**config.mk**
```make
export PLATFORM = sky130hd
export DESIGN_NAME = spi_dc_frame_ctrl
export DESIGN_NICKNAME = d
export VERILOG_FILES = /design/src/rtl/spi_dc_frame_ctrl_pkg.sv /design/src/rtl/spi_dc_timeout_cnt.sv /design/src/rtl/spi_dc_frame_ctrl.sv
export SDC_FILE = /design/constraint.sdc
export NUM_CORES = 1
export LEC_CHECK = 0
export BUFFER_PORTS_ARGS = -buffer_cell sky130_fd_sc_hd__buf_2
export CELL_PAD_IN_SITES_DETAIL_PLACEMENT = 0
export CELL_PAD_IN_SITES_GLOBAL_PLACEMENT = 2
export CORE_UTILIZATION = 35
export CTS_CLUSTER_DIAMETER = 150
export DETAILED_ROUTE_END_ITERATION = 6
export PLACE_DENSITY_LB_ADDON = 0.1
export SKIP_CTS_REPAIR_TIMING = 1
export SYNTH_ARGS = -nofsm -noshare
export SYNTH_HDL_FRONTEND = slang
export SYNTH_SLANG_ARGS = --single-unit
export TNS_END_PERCENT = 10
```
**constraint.sdc**
```tcl
create_clock -name clk -period 2.57 [get_ports clk]
set_clock_uncertainty 0.2 [all_clocks]
set_input_delay 0.257 -clock clk [delete_from_list [all_inputs] [get_ports clk]]
set_output_delay 0.257 -clock clk [all_outputs]
set_load 0.005 [all_outputs]
```
**src/rtl/spi_dc_frame_ctrl_pkg.sv**
```systemverilog
// Shared definitions for the SPI D/C frame controller: state encoding,
// error codes and command-word field positions.
package spi_dc_frame_ctrl_pkg;

  localparam int unsigned CMD_W       = 8;
  localparam int unsigned CMD_WR_BIT  = 7;
  localparam int unsigned CMD_CNT_MSB = 6;
  localparam int unsigned CMD_CNT_LSB = 4;
  localparam int unsigned REM_W       = 4;

  typedef enum logic [1:0] {
    ST_IDLE      = 2'd0,
    ST_WAIT_CMD  = 2'd1,
    ST_WAIT_DATA = 2'd2
  } state_e;

  localparam logic [1:0] ERR_NONE      = 2'd0;
  localparam logic [1:0] ERR_DC        = 2'd1;
  localparam logic [1:0] ERR_EARLY_CMD = 2'd2;
  localparam logic [1:0] ERR_ABORT     = 2'd3;

  // Number of parameter words a write command expects (1..8).
  function automatic logic [REM_W-1:0] param_count(input logic [CMD_W-1:0] word);
    return REM_W'(word[CMD_CNT_MSB:CMD_CNT_LSB]) + REM_W'(1);
  endfunction

endpackage

```
**src/rtl/spi_dc_timeout_cnt.sv**
```systemverilog
// Saturating inter-word timeout counter; expired_o is high once LIMIT
// enabled cycles have elapsed since the last clear.
module spi_dc_timeout_cnt #(
  parameter int unsigned LIMIT = 1000
) (
  input  logic clk,
  input  logic rst,
  input  logic clr_i,
  input  logic en_i,
  output logic expired_o
);

  localparam int unsigned CNT_W = $clog2(LIMIT + 1);
  localparam logic [CNT_W-1:0] LIMIT_C = CNT_W'(LIMIT);

  logic [CNT_W-1:0] cnt_q, cnt_d;
  logic             expired_q;

  always_comb begin
    cnt_d = cnt_q;
    if (clr_i) begin
      cnt_d = '0;
    end else if (en_i && (cnt_q != LIMIT_C)) begin
      cnt_d = cnt_q + CNT_W'(1);
    end
  end

  // Flag is registered from the next count so it matches cnt_q == LIMIT.
  always_ff @(posedge clk or posedge rst) begin
    if (rst) begin
      cnt_q     <= '0;
      expired_q <= 1'b0;
    end else begin
      cnt_q     <= cnt_d;
      expired_q <= (cnt_d == LIMIT_C);
    end
  end

  assign expired_o = expired_q;

endmodule

```
**src/rtl/spi_dc_frame_ctrl.sv**
```systemverilog
// Frame controller behind the SPI slave receiver: classifies words by D/C,
// expands write commands into register-bank strobes and flags framing errors.
module spi_dc_frame_ctrl #(
  parameter int unsigned DATA_LEN = 8,
  parameter int unsigned ADDR_W   = 4,
  parameter int unsigned TIMEOUT  = 1000
) (
  input  logic                clk,
  input  logic                rst,
  input  logic                cs_n,
  input  logic                dc,
  input  logic                rx_qvld,
  input  logic [DATA_LEN-1:0] rx_dout,
  output logic                rx_en,
  output logic                cmd_valid,
  output logic [DATA_LEN-1:0] cmd,
  output logic                reg_we,
  output logic [ADDR_W-1:0]   reg_addr,
  output logic [DATA_LEN-1:0] reg_wdata,
  output logic                busy,
  output logic                frame_err,
  output logic [1:0]          err_code
);

  import spi_dc_frame_ctrl_pkg::*;

  state_e              state_q, state_d;
  logic                rx_en_q, rx_en_d;
  logic                cmd_valid_q, cmd_valid_d;
  logic [DATA_LEN-1:0] cmd_q, cmd_d;
  logic                reg_we_q, reg_we_d;
  logic [ADDR_W-1:0]   reg_addr_q, reg_addr_d;
  logic [DATA_LEN-1:0] reg_wdata_q, reg_wdata_d;
  logic                busy_q, busy_d;
  logic                frame_err_q, frame_err_d;
  logic [1:0]          err_code_q, err_code_d;
  logic [ADDR_W-1:0]   addr_ptr_q, addr_ptr_d;
  logic [REM_W-1:0]    remaining_q, remaining_d;

  logic take_cmd;
  logic word_accepted;
  logic tmo_expired;
  logic tmo_clr;

  // Counter only runs while parameters are pending; any other state holds it at 0.
  assign tmo_clr = word_accepted || (state_q != ST_WAIT_DATA);

  spi_dc_timeout_cnt #(
    .LIMIT (TIMEOUT)
  ) u_timeout (
    .clk       (clk),
    .rst       (rst),
    .clr_i     (tmo_clr),
    .en_i      (state_q == ST_WAIT_DATA),
    .expired_o (tmo_expired)
  );

  always_comb begin
    state_d       = state_q;
    cmd_valid_d   = 1'b0;
    cmd_d         = cmd_q;
    reg_we_d      = 1'b0;
    reg_addr_d    = reg_addr_q;
    reg_wdata_d   = reg_wdata_q;
    frame_err_d   = 1'b0;
    err_code_d    = err_code_q;
    addr_ptr_d    = addr_ptr_q;
    remaining_d   = remaining_q;
    take_cmd      = 1'b0;
    word_accepted = 1'b0;

    unique case (state_q)
      ST_IDLE: begin
        if (!cs_n) state_d = ST_WAIT_CMD;
      end
      ST_WAIT_CMD: begin
        if (cs_n) begin
          state_d = ST_IDLE;
        end else if (rx_qvld) begin
          word_accepted = 1'b1;
          if (!dc) begin
            take_cmd = 1'b1;
          end else begin
            frame_err_d = 1'b1;
            err_code_d  = ERR_DC;
          end
        end
      end
      ST_WAIT_DATA: begin
        if (cs_n) begin
          state_d     = ST_IDLE;
          frame_err_d = 1'b1;
          err_code_d  = ERR_ABORT;
        end else if (rx_qvld) begin
          word_accepted = 1'b1;
          if (dc) begin
            reg_we_d    = 1'b1;
            reg_addr_d  = addr_ptr_q;
            reg_wdata_d = rx_dout;
            addr_ptr_d  = addr_ptr_q + ADDR_W'(1);
            remaining_d = remaining_q - REM_W'(1);
            if (remaining_q == REM_W'(1)) state_d = ST_WAIT_CMD;
          end else begin
            frame_err_d = 1'b1;
            err_code_d  = ERR_EARLY_CMD;
            take_cmd    = 1'b1;
          end
        end else if (tmo_expired) begin
          state_d     = ST_WAIT_CMD;
          frame_err_d = 1'b1;
          err_code_d  = ERR_ABORT;
        end
      end
      default: state_d = ST_IDLE;
    endcase

    // Command decode is shared by WAIT_CMD and the early-command path in WAIT_DATA.
    if (take_cmd) begin
      cmd_d       = rx_dout;
      cmd_valid_d = 1'b1;
      if (rx_dout[CMD_WR_BIT]) begin
        addr_ptr_d  = rx_dout[ADDR_W-1:0];
        remaining_d = param_count(CMD_W'(rx_dout));
        state_d     = ST_WAIT_DATA;
      end else begin
        remaining_d = '0;
        state_d     = ST_WAIT_CMD;
      end
    end

    rx_en_d = (state_d != ST_IDLE);
    busy_d  = (state_d == ST_WAIT_DATA);
  end

  always_ff @(posedge clk or posedge rst) begin
    if (rst) begin
      state_q     <= ST_IDLE;
      rx_en_q     <= 1'b0;
      cmd_valid_q <= 1'b0;
      cmd_q       <= '0;
      reg_we_q    <= 1'b0;
      reg_addr_q  <= '0;
      reg_wdata_q <= '0;
      busy_q      <= 1'b0;
      frame_err_q <= 1'b0;
      err_code_q  <= ERR_NONE;
      addr_ptr_q  <= '0;
      remaining_q <= '0;
    end else begin
      state_q     <= state_d;
      rx_en_q     <= rx_en_d;
      cmd_valid_q <= cmd_valid_d;
      cmd_q       <= cmd_d;
      reg_we_q    <= reg_we_d;
      reg_addr_q  <= reg_addr_d;
      reg_wdata_q <= reg_wdata_d;
      busy_q      <= busy_d;
      frame_err_q <= frame_err_d;
      err_code_q  <= err_code_d;
      addr_ptr_q  <= addr_ptr_d;
      remaining_q <= remaining_d;
    end
  end

  assign rx_en     = rx_en_q;
  assign cmd_valid = cmd_valid_q;
  assign cmd       = cmd_q;
  assign reg_we    = reg_we_q;
  assign reg_addr  = reg_addr_q;
  assign reg_wdata = reg_wdata_q;
  assign busy      = busy_q;
  assign frame_err = frame_err_q;
  assign err_code  = err_code_q;

endmodule
```
==> flow_summary.ini <==
[synth]
yosysUniqueCellTypes = 43
synthesis.area_um2 = 2313
synthCells = 233
yosys_most_used_dff = dfrtp_1
synth_top_cell_area_share_pct = 51.92
async_flop_share_pct = 100.0
yosysTopAreaCell = dfrtp_1
synth_enable_flop_cells = 0
synth_area_leaders = dfrtp_1, nand2_1, ha_1
synth_warnings = 0
syn_area_per_cell_um2 = 9.929
seq_area_frac_synth_pct = 51.92
syn_nets = 256
ys_seq_elements = 48

[worst_setup_path]
cp_cell_sequence = inv_1 > ha_1 > nand3_1 > or2_1 > and3b_1 > o21a_1 > o2111a_1
cp_num_buf_inv = 1
end_kind = flop
path_max_fanout = 11
max_stage_delay_ps = 420
cp.required_ps = 2560
crit_family = simple AND/OR/NAND/NOR gates
crit_slowest_cell = dfrtp_1
cp-start-kind = flop
critical_path_class = flop to flop
critical_path_arrival_ps = 2240

[outcome]
violations = hold timing
outcome = complete, but fails checks

[global_routing]
grt_max_degree = 18
grt_usage_pct = 15.35
antenna_found_initial = 0
grt_pass1_wl_mm = 8.459
grt_remaining_overflow = 0
grt_pass1_vias = 1745

[clocking]
clkLatencyLatePin_ps = 300
path_clk_slew_ps = 90
cts_root_buffer = clkbuf_8
cts_tree = yes
h-tree-depth = 2
cts_buffers = 5
cts_sinks = 48
clock_path_buffers = 2

[final_layout]
num-nets-final = 305
fin_util_pct = 43.76
final_cell_area_um2 = 2779
n_fill_cell = 599
antenna-diode-count = 0
area_delta_synth_final_pct = 20.12
drive_above_1_share_pct = 22.70
stdcell_count = 359

[power_and_ir_drop]
power.share.switching_pct = 29.54
powerDensity_nw_per_um2 = 865.5
pwr-share-clk_pct = 26.2
pwr-share-seq_pct = 47.2
ir_drop_mv = 0.4349
internal_power_mw = 1.695
p_leak_nw = 1.377
power_mw = 2.405
switchingPower_mw = 0.7105
combPwrFrac_pct = 26.6

[sta]
fin_ws_ps = 320.9
hold_violations = 2
setup_viol = 0
drv_slew = 0
slew_headroom_pct = 67.65
fin_setup_tns_ps = 0
whs_ps = -24.85
tightest_slew_ps = 479.1
fmax_ghz = 0.4446
rsz0062_at_grt = no
period_needed_ps = 2249
fin_crit_sh_pct = 87.52

[routing]
vias = 1764
drt_iter0_drc = 57
ant_nets = 0
vias_per_cell = 4.914
drc = 0
wire_per_inst_um = 13.45
drtPass1Iterations = 4
routed_wl_mm = 4.829

[placed_design]
dp.cells = 349
io_buffer_count = 39
dp_hpwl_mm = 3.624
dpl-instance-area_um2 = 2620
pre_cts_slack_ps = 310.8
gp_congestion = 0.7776

[run]
cap_viol_max_count = 0

[die]
die_area_um2 = 6939
dieHeight_um = 83.30
initial_core_util_pct = 36.43
ioPinCount = 40
rows = 29
core_um2 = 6350
die_x_um = 83.30

[min_path]
hold_path.class = primary input to flop
-- cell type report --
type	count	area (um^2)	share of cell area, %
flip-flops and latches	48	1201	43.22
multi-input cells	165	1026	36.92
repair buffers	49	277.8	9.995
well taps	77	96.34	3.467
clock buffers	5	68.82	2.476
clock inverters	2	60.06	2.161
inverters	13	48.80	1.756
-- cells in the mapped netlist, types with 3 or more instances --
cell / instances
nand2_1: 50
dfrtp_1: 48
nor2_1: 21
inv_1: 12
a21oi_1: 11
xor2_1: 11
ha_1: 10
o21ai_0: 9
mux2_2: 7
nand4_1: 5
nand3_1: 4
buf_2: 3
clkbuf_1: 3
-- worst min-delay path, delay by kind of cell --
family | cells | cell delay, ps
simple gates | 2 | 90
buf+inv | 1 | 100
-- per-layer routing --
metal	track usage, %	part of all wire, %
met1	19.82	49
met2	25.26	47
met3	3.579	3.4
met4	5.172	1.4
met5	0	0
-- sequential cells by signal, summed over array words and instances (netlist names), 2 cells and up --
| name | cells |
|---|---|
| state_q | 2 |
| reg_wdata | 8 |
| remaining_q | 4 |
| cmd | 8 |
| addr_ptr_q | 4 |
| err_code | 2 |
| u_timeout.cnt_q | 10 |
| reg_addr | 4 |
-- cells in the final DEF, fill, tap and decap left out, types with 3 or more instances in the layout --
cell	Yosys	layout
buf_4	0	7
nand3_1	4	4
xor2_1	11	11
nor2_1	21	21
o21ai_0	9	9
a21oi_1	11	11
buf_2	3	39
clkbuf_8	0	5
dlygate4sd3_1	0	3
nand4_1	5	5
dfrtp_1	48	48
inv_1	12	11
ha_1	10	10
mux2_2	7	7
nand2_1	50	50
-- power by group through the flow --
stage	Sequential (mW)	Combinational, mW	Clock (mW)
2_1_floorplan	1.14	0.368	0
3_3_place_gp	1.15	0.653	0
3_5_place_dp	1.15	0.653	0
4_1_cts	1.14	0.653	0.654
5_1_grt	1.17	0.741	0.678
6_report	1.13	0.641	0.630
-- cell families after synthesis --
logic type                 synth area share [%]
and+or+nand+nor                           18.88
DFF                                       51.92
AOI/OAI and AO/OA                         10.87
buffers and inverters                     3.731
xor gates and xnor gates                  4.922
adders and majority gates                 5.408
muxes                                     4.273
-- worst paths after layout --
path / startpoint / end / slack (ps) / cells past startpoint
worst max register to register: state_q[0] / u_timeout.expired_o / 320 / 7
worst min-delay path: rx_dout[2] / reg_wdata[2] / -20 / 3
min in group asynchronous: rst / reg_wdata[5] / 260 / 3
worst max-delay path: state_q[0] / u_timeout.expired_o / 320 / 7
max in group asynchronous: rst / busy / 1340 / 4
worst min register to register: reg_wdata[0] / reg_wdata[0] / 280 / 2
Power figures use the tool's default switching activity.
